$ cat config.mk
export PLATFORM = sky130hd
export DESIGN_NAME = ddr_ring_buffer_burst_sched
export DESIGN_NICKNAME = d
export VERILOG_FILES = /design/src/rtl/ddr_ring_buffer_burst_sched.sv
export SDC_FILE = /design/constraint.sdc
export NUM_CORES = 1
export LEC_CHECK = 0
export ABC_AREA = 1
export BUFFER_PORTS_ARGS = -buffer_cell sky130_fd_sc_hd__buf_2
export CAP_MARGIN = 15
export CORE_UTILIZATION = 35
export CTS_BUF_LIST = sky130_fd_sc_hd__clkbuf_8
export DETAILED_ROUTE_END_ITERATION = 6
export SLEW_MARGIN = 20
export SYNTH_ARGS = -nofsm -noshare
export SYNTH_HDL_FRONTEND = slang
export SYNTH_SLANG_ARGS = --single-unit
$ cat constraint.sdc
create_clock -name clk -period 10.18 [get_ports clk]
set_input_delay 2.036 -clock clk [delete_from_list [all_inputs] [get_ports clk]]
set_output_delay 2.036 -clock clk [all_outputs]
set_load 0.05 [all_outputs]
$ cat src/rtl/ddr_ring_buffer_burst_sched.sv
`default_nettype none
// ============================================================================
// Module   : ddr_ring_buffer_burst_sched
// Purpose  : Shares one datamover command port between S2MM and MM2S bursts
//            and owns the DDR ring buffer pointers, fill level and flags.
// Option   : DDR_RB_SCHED_WR_PRIORITY_EN selects fixed write priority.
// Revision : 1.0 - initial release
// ============================================================================
module ddr_ring_buffer_burst_sched #(
   parameter int AXI_ADDR_WIDTH    = 32,
   parameter int AXI_DATA_WIDTH    = 32,
   parameter int STAGE_FIFOS_DEPTH = 256,
   parameter int BURST_BEATS       = 16
) (
   input  logic                                              clk,
   input  logic                                              rst,
   input  logic                                              soft_rstn,
   input  logic [AXI_ADDR_WIDTH-1:0]                         axi_base_addr,
   input  logic [31:0]                                       ring_buffer_len,
   input  logic [$clog2(STAGE_FIFOS_DEPTH):0]                ififo_fill,
   input  logic                                              ififo_full,
   input  logic [$clog2(STAGE_FIFOS_DEPTH):0]                ofifo_fill,
   output logic                                              cmd_valid,
   input  logic                                              cmd_ready,
   output logic                                              cmd_write,
   output logic [AXI_ADDR_WIDTH-1:0]                         cmd_addr,
   input  logic                                              cmd_done,
   output logic [AXI_ADDR_WIDTH-1:0]                         ring_buffer_wptr,
   output logic [AXI_ADDR_WIDTH-1:0]                         ring_buffer_rptr,
   output logic [AXI_ADDR_WIDTH-$clog2(AXI_DATA_WIDTH/8):0]  core_fill,
   output logic                                              empty,
   output logic                                              data_loss,
   output logic                                              ddr_eob,
   input  logic                                              clear_eob
);

   localparam int c_BEAT_BYTES  = AXI_DATA_WIDTH / 8;
   localparam int c_BEAT_SHIFT  = $clog2(c_BEAT_BYTES);
   localparam int c_BURST_BYTES = BURST_BEATS * c_BEAT_BYTES;
   localparam int c_CFW         = AXI_ADDR_WIDTH - c_BEAT_SHIFT + 1;
   localparam int c_XW          = ((AXI_ADDR_WIDTH > 32) ? AXI_ADDR_WIDTH : 32) + 2;

   typedef enum logic [1:0] {
      S_IDLE = 2'd0,
      S_CMD  = 2'd1,
      S_WAIT = 2'd2
   } state_t;

   state_t                    r_state;
   logic                      r_cmd_valid;
   logic                      r_cmd_write;
   logic [AXI_ADDR_WIDTH-1:0] r_cmd_addr;
   logic [AXI_ADDR_WIDTH-1:0] r_wptr;
   logic [AXI_ADDR_WIDTH-1:0] r_rptr;
   logic [c_CFW-1:0]          r_core_fill;
   logic                      r_data_loss;
   logic                      r_ddr_eob;
   logic                      r_srst_pend;

   logic [c_XW-1:0]           w_len_beats;
   logic [c_XW-1:0]           w_fill_plus;
   logic [c_XW-1:0]           w_wptr_inc;
   logic [c_XW-1:0]           w_rptr_inc;
   logic                      w_wr_ok;
   logic                      w_rd_ok;
   logic                      w_grant;
   logic                      w_grant_wr;
   logic                      w_overflow;
   logic                      w_done;
   logic                      w_soft_clr;
   logic                      w_apply_wr;
   logic                      w_apply_rd;
   logic                      w_wptr_wrap;
   logic                      w_rptr_wrap;

   // All capacity arithmetic is done in a widened domain so sums never overflow.
   assign w_len_beats = c_XW'(ring_buffer_len >> c_BEAT_SHIFT);
   assign w_fill_plus = c_XW'(r_core_fill) + c_XW'(BURST_BEATS);
   assign w_wr_ok     = (c_XW'(ififo_fill) >= c_XW'(BURST_BEATS)) && (w_fill_plus <= w_len_beats);
   assign w_rd_ok     = (c_XW'(r_core_fill) >= c_XW'(BURST_BEATS)) &&
                        ((c_XW'(ofifo_fill) + c_XW'(BURST_BEATS)) <= c_XW'(STAGE_FIFOS_DEPTH));
   assign w_overflow  = ififo_full && (w_fill_plus > w_len_beats);

   assign w_wptr_inc  = c_XW'(r_wptr) + c_XW'(c_BURST_BYTES);
   assign w_rptr_inc  = c_XW'(r_rptr) + c_XW'(c_BURST_BYTES);
   assign w_wptr_wrap = (w_wptr_inc == c_XW'(ring_buffer_len));
   assign w_rptr_wrap = (w_rptr_inc == c_XW'(ring_buffer_len));

`ifdef DDR_RB_SCHED_WR_PRIORITY_EN
   assign w_grant_wr = w_wr_ok;
`else
   logic r_last_wr;
   assign w_grant_wr = w_wr_ok && (!w_rd_ok || !r_last_wr);
`endif
   assign w_grant    = (w_wr_ok || w_rd_ok) && soft_rstn;

   // A soft reset seen mid-burst is deferred until the burst retires.
   assign w_done     = (r_state == S_WAIT) && cmd_done;
   assign w_soft_clr = ((r_state == S_IDLE) && !soft_rstn) ||
                       (w_done && (r_srst_pend || !soft_rstn));
   assign w_apply_wr = w_done && !w_soft_clr && r_cmd_write;
   assign w_apply_rd = w_done && !w_soft_clr && !r_cmd_write;

   always_ff @(posedge clk) begin
      if (rst) begin
         r_state     <= S_IDLE;
         r_cmd_valid <= 1'b0;
         r_cmd_write <= 1'b0;
         r_cmd_addr  <= '0;
         r_wptr      <= '0;
         r_rptr      <= '0;
         r_core_fill <= '0;
         r_data_loss <= 1'b0;
         r_ddr_eob   <= 1'b0;
         r_srst_pend <= 1'b0;
`ifndef DDR_RB_SCHED_WR_PRIORITY_EN
         r_last_wr   <= 1'b0;
`endif
      end else begin
         case (r_state)
            S_IDLE: begin
               if (w_grant) begin
                  r_cmd_valid <= 1'b1;
                  r_cmd_write <= w_grant_wr;
                  r_cmd_addr  <= axi_base_addr + (w_grant_wr ? r_wptr : r_rptr);
                  r_state     <= S_CMD;
`ifndef DDR_RB_SCHED_WR_PRIORITY_EN
                  r_last_wr   <= w_grant_wr;
`endif
               end
            end
            S_CMD: begin
               if (!soft_rstn) r_srst_pend <= 1'b1;
               if (cmd_ready) begin
                  r_cmd_valid <= 1'b0;
                  r_state     <= S_WAIT;
               end
            end
            S_WAIT: begin
               if (cmd_done) begin
                  r_state     <= S_IDLE;
                  r_srst_pend <= 1'b0;
               end else if (!soft_rstn) begin
                  r_srst_pend <= 1'b1;
               end
            end
            default: r_state <= S_IDLE;
         endcase

         if (w_soft_clr) begin
            r_wptr      <= '0;
            r_rptr      <= '0;
            r_core_fill <= '0;
         end else if (w_apply_wr) begin
            r_wptr      <= w_wptr_wrap ? '0 : w_wptr_inc[AXI_ADDR_WIDTH-1:0];
            r_core_fill <= r_core_fill + c_CFW'(BURST_BEATS);
         end else if (w_apply_rd) begin
            r_rptr      <= w_rptr_wrap ? '0 : w_rptr_inc[AXI_ADDR_WIDTH-1:0];
            r_core_fill <= r_core_fill - c_CFW'(BURST_BEATS);
         end

         r_data_loss <= w_soft_clr ? 1'b0 : (r_data_loss | w_overflow);

         if (clear_eob || w_soft_clr)        r_ddr_eob <= 1'b0;
         else if (w_apply_wr && w_wptr_wrap) r_ddr_eob <= 1'b1;
      end
   end

   assign cmd_valid        = r_cmd_valid;
   assign cmd_write        = r_cmd_write;
   assign cmd_addr         = r_cmd_addr;
   assign ring_buffer_wptr = r_wptr;
   assign ring_buffer_rptr = r_rptr;
   assign core_fill        = r_core_fill;
   assign empty            = (r_core_fill == '0);
   assign data_loss        = r_data_loss;
   assign ddr_eob          = r_ddr_eob;

endmodule
`default_nettype wire

==> Word-level counts from Yosys, hierarchy flattened <==
Cells that the tools add are included.
{ "word_totals": {"reg_bits": 134, "inputBits": 89, "out_inout_bits": 132} }
{ "op_classes": {"add_sub_neg": 7, "n_lt_le_gt_ge": 5, "n_eq_ne": 7, "n_mux": 15, "bitwise": 2, "reduce_logical": 32} }
{ "op_table": {"columns": ["op", "count"], "rows": [
  ["$mux 32", 3],
  ["$add 32x7->33 const B", 2],
  ["$eq 33x32->1", 2],
  ["$mux 31", 2],
  ["$add 31x5->32 const B", 1],
  ["$add 32x32->32", 1],
  ["$gt 32x30->1", 1],
  ["$le 32x30->1", 1],
  ["$add 31x5->31 const B", 1],
  ["$ge 31x5->1 const B", 1],
  ["$logic_not 31->1", 1],
  ["$sub 31x5->31 const B", 1],
  ["$logic_and 1x1->1", 12],
  ["$add 9x5->10 const B", 1],
  ["$le 10x9->1 const B", 1],
  ["$ge 9x5->1 const B", 1],
  ["$mux 2", 3],
  ["$ne 2x2->1 const B", 3],
  ["$pmux 2 s3", 1],
  ["$reduce_and 3->1", 2],
  ["$reduce_bool 2->1", 3],
  ["$logic_or 1x1->1", 5],
  ["$logic_not 1->1", 4],
  ["$mux 1", 4],
  ["8 further kinds", 11]
]} }

==> Longest topological paths before layout <==
{ "depth": {"word_depth": 9, "mapped_depth": 38} }

==> Worst setup path before layout <==
Ideal clock, no wire load.
{ "synth_timing": {"path_kind": "input-to-reg", "startpoint": "input ring_buffer_len[17]", "endpoint": "register r_cmd_addr[19], in the netlist cmd_addr[19]", "setup_time_ns": 0.114, "arrival_ns": 5.340, "required_time_ns": 10.066, "setup_slack_ns": 4.726, "path_stages": 26, "n_path_buf": 1, "cell_sequence": "inv_1 ha_1 nand2_1 inv_1 nand3_1 nor3_1 nand2_1 nand2_1 nand4_1 nand3_1 nand2_2 nand3_1 clkbuf_1 o21ai_0 ha_1 a21oi_1 o21ai_0 a21oi_1 nor2_1 nor2_1 o21ai_0 a21boi_0 o21ai_0 xor2_1 nor2_1 nor2_1"} }
{ "synth_between": {"elab_chain_cells": 5} }
{ "synth_lines": {"columns": ["item", "line_no", "text"], "rows": [
  ["start, declared", "19", "input logic [31:0] ring_buffer_len,"],
  ["$le 32x30->1 *", "79", "assign w_wr_ok = (c_XW'(ififo_fill) >= c_XW'(BURST_BEATS)) && (w_fill_plus <= w_len_beats);"],
  ["$logic_and 1x1->1 *", "79", null],
  ["$logic_and 1x1->1 or $logic_or 1x1->1 (tied branches)", "93, 95", null],
  ["$mux 32 or $logic_and 1x1->1 (tied branches)", "125, 95", null],
  ["$add 32x32->32 or $reduce_and 2->1 (tied branches)", null, null],
  ["end signal, assigned", "125", "r_cmd_addr <= axi_base_addr + (w_grant_wr ? r_wptr : r_rptr);"],
  ["end, declared", "52", "logic [AXI_ADDR_WIDTH-1:0] r_cmd_addr;"]
]} }
Mark *: on every way between the ends. The rest lies on a longest branch, timed or not.
A chain may end at the register's enable or synchronous reset.

==> Worst setup path in the final report <==
Same ends and word-level chain as after synthesis.

==> results.md <==
- Final std cells w/o fill: 2,169
- Final Setup Violations: 0
- Unique cell type count in the Yosys netlist: 62
- Finished Cell Area: 0.0121 mm²
- CTS root buffer: clkbuf_8
- CTS tree: done
- Slew Viols, Final: 0
- Remaining DRCs: 0
- Placed Instances: 2,134
- Met3 WL: 2300 µm
- Vias per inst: 5.10
- Hpwl dp: 29,300 µm
- Total GRT Usage: 24.3%
- Die ar.: 0.0307 mm²
- Pin count of the biggest net entering global routing: 60
- Global-route wire length before repair: 57,800 µm
- Period utilization: 61.6%
- Final Critical Period: 6.27 ns
- Count of warnings emitted by yosys: 0
- Post-synth EDFFs: 0
- Initial antenna violation count: 3
- WL met2: 17,000 µm
- Met1 wire length: 16,600 µm
- Asr flop ratio synth: 0%
- Max Fclk: 159 MHz
- Vias: 11.1k
- Site Rows: 63
- Clock skew: 0.0201 ns
- Cells after Synth: 1,602
- CTS sink count: 118
- Worst-path clk slew: 0.10 ns
- Core area: 0.0296 mm²
- Util after Layout: 40.7%
- Startpoint of the worst hold path: data_loss
- Nets@finish: 1,913
- DR WL/cell: 17.2 µm
- CTS Hold Bufs: 0
- Initial DRC count: 753
- Max_slew headroom: 30.9%
- R2R Path Start: core_fill[6]
- Peak VDD IR: 0.000148 V
- Crit path DAT: 6.64 ns
- Post-synth top flop: dfxtp_1
- Total gr overflow: 0
- Outcome: complete, no violations
- P&R area growth vs syn: 14.6%
- Max-Cap Viols: 0
- # port buffers: 200
- CP Data Required Time: 10.55 ns
- CP Launch Point: ring_buffer_len[17]
- Final Power: 1.89 mW
- WL final: 37,200 µm
- Class of the worst hold path: reg -> reg
- Die extent in y: 175 µm
- Layout cells sized above 1: 19.8%
- Fill cells: 3,233
- Setup crit start kind: input port
- Longest Clk Path Bufs: 2
- DR pass1 iterations: 5
- Setup repair bufs after CTS: 0
- Setup TNS: 0 ns
- Crit. End Element: register
- Num CTS Buffers: 17
- Setup Crit Path Kind: in -> reg
- Pre-CTS setup slack: 3.37 ns
- Worst hold margin: 0.458 ns
- Slew @ Worst Pin: 1.04 ns
- Die W: 175 µm
- Starting Density: 35.5%
- Setup ws final: 3.91 ns
- Reg-to-reg slack, setup: 4.08 ns
- Power Density: 157 mW/mm²
- Clock Latency Late Sink: 0.47 ns
- Most frequent cells in the layout: nand2_1, buf_2, nor2_1
- Syn Area/Cell: 6.57 µm²
- Yosys reg bits: 118
- Placed Instance Area: 0.0117 mm²
- Max Used Layer: met5
- Remaining antenna violation count after routing: 0
- Placer's final routability congestion estimate: 0.919
- Final Hold Violating Endpoints: 0
- Most common cell after layout, fill and taps aside: nand2_1
- Gates resized, CTS repair: 0
- RSZ-0062 raised after global routing: false
- I/O pin count: 221
- H-tree levels: 4
- Sequential-to-total area share from yosys stat: 22.5%
- CP Max Fanout: 43
- Vias in the first global route: 10.4k
- P_leak: 5.45 nW
- Netlist area before placement: 0.0105 mm²
## cell usage after synthesis, types with 19 or more instances
cell      count  area, µm²
nand2_2      37        231
a21oi_1     112        561
a21oi_2      24        210
o21ai_0      88        440
nand3_1      58        290
nand4_1      40        250
xnor2_1      27        236
xor2_1      110        963
nor2_1      193        724
nand2_1     345       1290
dfxtp_1     118       2360
nor3_1       25        125
inv_1       161        604
clkbuf_1     35        131
ha_1         60        751
buf_2        19       95.1
## cell families after synthesis
group                    Yosys count  share of synthesized area, %
AND/OR/NAND/NOR                  752                          32.5
AO/OA/AOI/OAI                    281                          15.5
buffers and inverters            251                          10.5
XOR/XNOR                         139                          11.8
flip-flops                       118                          22.5
adder cells (fa/ha/maj)           60                          7.14
other                              1                        0.0357
## routing by layer
layer	GRT usage [%]	vias to the layer above
li1	-	5532
met1	31.5	5047
met2	40.2	416
met3	3.68	74
met4	9.67	2
met5	0	-
## state kept, by name (all words and copies together) (netlist names)
name,count
cmd_valid,1
ring_buffer_rptr,26
r_state,2
ddr_eob,1
core_fill,27
r_last_wr,1
cmd_addr,32
r_srst_pend,1
ring_buffer_wptr,26
data_loss,1
## power breakdown
part           switching [mW]  total, mW  internal (mW)
sequential             0.0458      0.566          0.520
combinational           0.647      0.887          0.239
clock                   0.261      0.440          0.179
total                   0.954       1.89          0.938
## final timing paths
path,cells after the start,endpoint
worst max register to register,29,cmd_addr[19]
worst min register to register,2,data_loss
worst min-delay path,2,data_loss
worst max-delay path,28,cmd_addr[19]
## critical path, cell delays in order
cell      delay (ns)
buf_2           0.07
inv_1           0.12
ha_1            0.34
nand2_1         0.05
inv_1           0.06
nand3_1         0.11
nor3_1          0.15
nand2_1         0.09
nand2_1         0.09
nand4_1         0.09
nand3_1         0.12
nand2_2         0.13
nand3_1         0.10
buf_4           0.33
inv_1           0.24
o21ai_0         0.32
ha_1            0.33
a21oi_1         0.16
o21ai_0         0.11
a21oi_1         0.21
nor2_1          0.06
nor2_1          0.21
o21ai_0         0.24
a21boi_0        0.33
o21ai_0         0.15
xor2_1          0.16
nor2_1          0.14
nor2_1          0.06
## area by class of cell
class | count | area, µm² | share of cell area, %
inverter | 171 | 644 | 5.35
timing repair buffer | 208 | 1070 | 8.91
clock buffer | 17 | 234 | 1.94
clock inverter | 15 | 138 | 1.14
multi-input combinational | 1248 | 7110 | 59.0
sequential | 118 | 2360 | 19.6
antenna | 2 | 5.00 | 0.0415
tap | 390 | 488 | 4.05
Note: power is estimated with default switching activity, not from simulation.
